===== src/rtl/pistorm_pkg.sv =====
// Shared types and helpers for the PiStorm bus arbitration logic.
package pistorm_pkg;

   localparam int TIMEOUT_W = 8;
   localparam int SLOT_W    = 2;

   typedef enum logic [4:0] {
      ARB_IDLE      = 5'b00001,
      ARB_PI_CYCLE  = 5'b00010,
      ARB_GRANT     = 5'b00100,
      ARB_EXT_OWNED = 5'b01000,
      ARB_RELEASE   = 5'b10000
   } arb_state_t;

   // Saturating increment for the grant timeout counter.
   function automatic logic [TIMEOUT_W-1:0] sat_inc(input logic [TIMEOUT_W-1:0] v);
      return (v == {TIMEOUT_W{1'b1}}) ? v : v + {{(TIMEOUT_W-1){1'b0}}, 1'b1};
   endfunction

   // Decrement with a floor of zero for the Pi slot counter.
   function automatic logic [SLOT_W-1:0] slot_dec(input logic [SLOT_W-1:0] v);
      return (v == {SLOT_W{1'b0}}) ? v : v - {{(SLOT_W-1){1'b0}}, 1'b1};
   endfunction

endpackage


===== src/rtl/pistorm_sync.sv =====
// Flop-chain synchroniser for asynchronous active-low bus lines; resets to negated (1).
module pistorm_sync #(
   parameter int unsigned STAGES = 2
) (
   input  logic clk,
   input  logic rst_n,
   input  logic d,
   output logic q
);

   logic [STAGES-1:0] chain_r;

   // Shift the raw input through the synchroniser chain.
   always_ff @(posedge clk or negedge rst_n) begin
      if (!rst_n) begin
         chain_r <= {STAGES{1'b1}};
      end else begin
         chain_r <= {chain_r[STAGES-2:0], d};
      end
   end

   assign q = chain_r[STAGES-1];

endmodule


===== src/rtl/pistorm_bus_arbiter.sv =====
// 68000 bus arbiter: shares the Amiga bus between the Pi engine and external DMA masters,
// with a grant timeout and a guaranteed Pi slot after each external tenure.
module pistorm_bus_arbiter
   import pistorm_pkg::*;
#(
   parameter int unsigned           SYNC_STAGES   = 2,
   parameter logic [TIMEOUT_W-1:0]  GRANT_TIMEOUT = 8'd200,
   parameter logic [SLOT_W-1:0]     PI_SLOTS      = 2'd1
) (
   input  logic M68K_CLK,
   input  logic M68K_RESET_n,
   input  logic M68K_BR_n,
   input  logic M68K_BGACK_n,
   output logic M68K_BG_n,
   input  logic eng_req,
   input  logic eng_idle,
   output logic eng_start,
   output logic bus_released,
   output logic grant_timeout,
   input  logic clr_timeout
);

   logic br_n_sync_s;
   logic bgack_n_sync_s;
   logic br_s;
   logic bgack_s;

   pistorm_sync #(.STAGES(SYNC_STAGES)) u_br_sync (
      .clk   (M68K_CLK),
      .rst_n (M68K_RESET_n),
      .d     (M68K_BR_n),
      .q     (br_n_sync_s)
   );

   pistorm_sync #(.STAGES(SYNC_STAGES)) u_bgack_sync (
      .clk   (M68K_CLK),
      .rst_n (M68K_RESET_n),
      .d     (M68K_BGACK_n),
      .q     (bgack_n_sync_s)
   );

   assign br_s    = ~br_n_sync_s;
   assign bgack_s = ~bgack_n_sync_s;

   arb_state_t           state_r;
   logic [TIMEOUT_W-1:0] cnt_r;
   logic [TIMEOUT_W-1:0] cnt_inc_s;
   logic [SLOT_W-1:0]    slots_r;
   logic                 bg_n_r;
   logic                 eng_start_r;
   logic                 released_r;
   logic                 timeout_r;
   logic                 grant_expired_s;
   logic                 timeout_set_s;

   assign cnt_inc_s       = sat_inc(cnt_r);
   assign grant_expired_s = (cnt_inc_s >= GRANT_TIMEOUT);
   // A grant only times out if neither acknowledge nor withdrawal happens on that edge.
   assign timeout_set_s   = (state_r == ARB_GRANT) && !bgack_s && br_s && grant_expired_s;

   // Arbitration FSM with registered bus-grant, start and release outputs.
   always_ff @(posedge M68K_CLK or negedge M68K_RESET_n) begin
      if (!M68K_RESET_n) begin
         state_r     <= ARB_IDLE;
         cnt_r       <= {TIMEOUT_W{1'b0}};
         slots_r     <= {SLOT_W{1'b0}};
         bg_n_r      <= 1'b1;
         eng_start_r <= 1'b0;
         released_r  <= 1'b0;
         timeout_r   <= 1'b0;
      end else begin
         eng_start_r <= 1'b0;

         if (clr_timeout) begin
            timeout_r <= 1'b0;
         end else if (timeout_set_s) begin
            timeout_r <= 1'b1;
         end else begin
            timeout_r <= timeout_r;
         end

         case (state_r)
            ARB_IDLE: begin
               if (br_s && (slots_r == {SLOT_W{1'b0}})) begin
                  state_r <= ARB_GRANT;
                  bg_n_r  <= 1'b0;
                  cnt_r   <= {TIMEOUT_W{1'b0}};
               end else if (eng_req) begin
                  state_r     <= ARB_PI_CYCLE;
                  eng_start_r <= 1'b1;
                  slots_r     <= slot_dec(slots_r);
               end else begin
                  slots_r <= {SLOT_W{1'b0}};
               end
            end
            ARB_PI_CYCLE: begin
               // eng_idle still reflects S7 during the start pulse, so ignore it then.
               if (eng_idle && !eng_start_r) begin
                  state_r <= ARB_IDLE;
               end else begin
                  state_r <= ARB_PI_CYCLE;
               end
            end
            ARB_GRANT: begin
               cnt_r <= cnt_inc_s;
               if (bgack_s) begin
                  state_r    <= ARB_EXT_OWNED;
                  bg_n_r     <= 1'b1;
                  released_r <= 1'b1;
               end else if (!br_s || grant_expired_s) begin
                  state_r <= ARB_IDLE;
                  bg_n_r  <= 1'b1;
               end else begin
                  state_r <= ARB_GRANT;
               end
            end
            ARB_EXT_OWNED: begin
               bg_n_r     <= 1'b1;
               released_r <= 1'b1;
               if (!bgack_s) begin
                  state_r <= ARB_RELEASE;
               end else begin
                  state_r <= ARB_EXT_OWNED;
               end
            end
            ARB_RELEASE: begin
               if (br_s && bgack_s) begin
                  state_r <= ARB_EXT_OWNED;
               end else begin
                  state_r    <= ARB_IDLE;
                  released_r <= 1'b0;
                  slots_r    <= PI_SLOTS;
               end
            end
            default: begin
               state_r    <= ARB_IDLE;
               bg_n_r     <= 1'b1;
               released_r <= 1'b0;
            end
         endcase
      end
   end

   assign M68K_BG_n     = bg_n_r;
   assign eng_start     = eng_start_r;
   assign bus_released  = released_r;
   assign grant_timeout = timeout_r;

endmodule


===== config.mk =====
export PLATFORM = sky130hd
export DESIGN_NAME = pistorm_bus_arbiter
export DESIGN_NICKNAME = d
export VERILOG_FILES = /design/src/rtl/pistorm_pkg.sv /design/src/rtl/pistorm_sync.sv /design/src/rtl/pistorm_bus_arbiter.sv
export SDC_FILE = /design/constraint.sdc
export NUM_CORES = 1
export LEC_CHECK = 0
export CAP_MARGIN = 20
export CORE_MARGIN = 2
export CORE_UTILIZATION = 30
export DETAILED_ROUTE_END_ITERATION = 7
export HOLD_SLACK_MARGIN = 0.06
export SLEW_MARGIN = 20
export SYNTH_ARGS = -nofsm -noshare
export SYNTH_HDL_FRONTEND = slang
export SYNTH_HIERARCHICAL = 1
export SYNTH_SLANG_ARGS = --single-unit

===== constraint.sdc =====
create_clock -name M68K_CLK -period 2.3 [get_ports M68K_CLK]
set_input_delay 0.46 -clock M68K_CLK [delete_from_list [all_inputs] [get_ports M68K_CLK]]
set_output_delay 0.46 -clock M68K_CLK [all_outputs]
set_load 0.03 [all_outputs]

==> flow_metrics.tcl <==
set metrics [dict create \
    hp-class "register to register" \
    portBuffers 10 \
    drt_iter0_markers 61 \
    cp_max_fo 3 \
    cp_top_family "buffers and inverters" \
    netlist_area_mm2 0.00131 \
    final_layout_size_suffix_gt1_share_pct 13.9 \
    path_buf_inv 1 \
    synth_edf_count 0 \
    startpoint_type "register" \
    wl_per_cell_um 13.7 \
    synth_top_area_share_pct 32.5 \
    fmax_ghz 0.502 \
    insertion_delay_ps 260 \
    die_y_um 70.0 \
    worst_pin_slew_ps 397 \
    cts_hold_buf 0 \
    grt_overflow 0 \
    cts_buffer_depth 2 \
    synth-async-reset-ratio_pct 100 \
    p_per_area_mw_per_mm2 940 \
    grt_use_total_pct 11.9 \
    antenna_cells 0 \
    clock_skew_ps 2.00 \
    yosysMostFrequentCell "dfrtp_1" \
    syn_area_per_cell_um2 9.76 \
    grt_pass1_vias 1044 \
    grt_max_degree 24 \
    wirelength_mm 2.69 \
    antenna_found_initial 0 \
    maxSlewHeadroom_pct 73.5 \
    drv_cap 0 \
    crit_type "register to primary output" \
    row_count 24 \
    dp_hpwl_mm 2.02 \
    final.min_clock_period_ps 1990 \
    tns_ps 0 \
    vias 1057 \
    floorplan.die.width_um 70.0 \
    yosysTopAreaCell "dfrtp_1" \
    setup_viol 0 \
    synth_top_cells_by_area "dfrtp_1 (33%), dfstp_2 (12%), nor2_1 (4.3%)" \
    ys.flop_type "dfrtp_1" \
    postSynthCellCount 134 \
    firstDrtPassIters 4 \
    pin_count 11 \
    synth-seq-cells 23 \
    cts_tree "done" \
    vdd_ir_drop_max_v 0.000523 \
    yosysUniqueCellTypes 48 \
    finalMaxSlewViolations 0 \
    cts.htree.levels 1 \
    start_util_pct 30.7 \
    crit_path_top_delay_cell "clkdlybuf4s50_1" \
    clock_sinks 23 \
    ant_nets 0 \
    core_mm2 0.00426 \
    hold_violations 0 \
    synthTopCellsByCount "dfrtp_1 (17), nor2_1 (15), a21oi_1 (8), nand2_1 (8), nand2b_1 (7)" \
    worstPathRequired_ps 1840 \
    grt_pass1_wl_mm 4.82 \
    status "completed" \
    fillerInstances 442 \
    area_growth_pct 14.5 \
    fin_crit_sh_pct 86.5 \
    clkTransAtPathRegs_ps 80 \
    synth_nets 143 \
    dieArea_mm2 0.00490 \
    critPathMaxStageDelay_ps 680 \
    cts-root-buf "clkbuf_8" \
    ys_seq_area_share_pct 44.6 \
    cts_buffers 3 \
    yosysWarningCount 6 \
    cts_setup_buffers 0 \
    drc_errors 0 \
    timing.reg2reg.setup_slack_ps 370 \
    end_kind "primary output" \
    gp_congestion 0.884 \
    final_nets 154 \
    rsz0062_at_grt "false" \
    cts_resized 0 \
    fin_util_pct 35.1 \
    vias_per_cell 5.39 \
    cp.arrival_ps 1530 \
    path_cells "clkdlybuf4s50_1" \
    p_leak_nw 0.579 \
]
-- power breakdown --
group,total (mW),switching [mW],leakage [nW],internal (mW)
clock network,0.254,0.133,0.0255,0.121
logic,0.569,0.306,0.259,0.263
registers,0.584,0.0876,0.295,0.496
-- cells in the final DEF (no fill, tap or decap), drive strengths merged, types with 2 or more instances in the layout --
cell type,count
dfrtp,17
nor2,16
clkdlybuf4s50,10
nand2,8
a21oi,8
nand2b,7
nand3,7
dfstp,6
o21ai,4
a31oi,4
inv,3
nor2b,3
nor3,3
and2,3
mux2i,3
mux2,3
clkbuf,3
nor4,2
nand4,2
and3,2
a21o,2
xnor2,2
o211ai,2
a41oi,2
ha,2
or4,2
-- cell type report --
cell class / count / area (um2) / area share, %
Sequential cell: 23 / 583 / 38.9
Inverter: 3 / 11.3 / 0.752
Tap cell: 52 / 65.1 / 4.34
Clock buffer: 3 / 41.3 / 2.76
Timing Repair Buffer: 11 / 108 / 7.18
Clock inverter: 1 / 5.00 / 0.334
Multi-Input combinational cell: 103 / 684 / 45.7
-- path summary, 6_finish.rpt --
kind,startpoint,end,cells past startpoint
worst max register to register,cnt_r[0]$_DFFE_PN0P_,grant_timeout$_DFFE_PN0P_,6
worst min register to register,u_bgack_sync/chain_r[0]$_DFF_PN1_,u_bgack_sync/chain_r[1]$_DFF_PN1_,0
worst max-delay path,M68K_BG_n$_DFFE_PN1P_,M68K_BG_n,1
worst min-delay path,u_bgack_sync/chain_r[0]$_DFF_PN1_,u_bgack_sync/chain_r[1]$_DFF_PN1_,0
min in group asynchronous,M68K_RESET_n,cnt_r[1]$_DFFE_PN0P_,2
max in group asynchronous,M68K_RESET_n,M68K_BG_n$_DFFE_PN1P_,2
-- state kept, by name, indices dropped and copies added, names as in the netlist, 2 cells and up --
register	count
slots_r	2
u_bgack_sync/chain_r	2
u_br_sync/chain_r	2
state_r	5
cnt_r	8
-- kinds of logic (layout without fill, tap and decap cells) --
group                    after synthesis  in the layout  synth area share (%)
AND/OR/NAND/NOR                       60             60                  25.2
AO/OA/AOI/OAI                         33             33                  19.0
flip-flops                            23             23                  44.6
buffers and inverters                  8             18                  3.06
multiplexers                           6              6                  4.88
adder cells (fa/ha/maj)                2              2                  1.91
XOR/XNOR                               2              2                  1.34
-- stage by stage --
stage / hold slack (ps) / setup WS (ps) / area [um2] / power [mW] / std cells
3_5_place_dp: 351 / 371 / 1450 / 1.16 / 192
2_1_floorplan: 164 / 563 / 1310 / 1.00 / 134
4_1_cts: 363 / 307 / 1500 / 1.41 / 196
6_report: 360 / 310 / 1500 / 1.41 / 196
3_3_place_gp: 346 / 433 / 1450 / 1.14 / 192
5_1_grt: 364 / 235 / 1500 / 1.51 / 196
-- layer usage --
metal	part of all wire (%)	wire length, um	vias up	GRT usage (%)
met1	46	1240	515	16.4
met3	3.2	85	6	1.73
met4	1.6	44	0	3.85
li1	-	-	512	-
met2	49	1310	24	19.2
met5	0	0	-	0
Note: power is estimated with default switching activity, not from simulation.
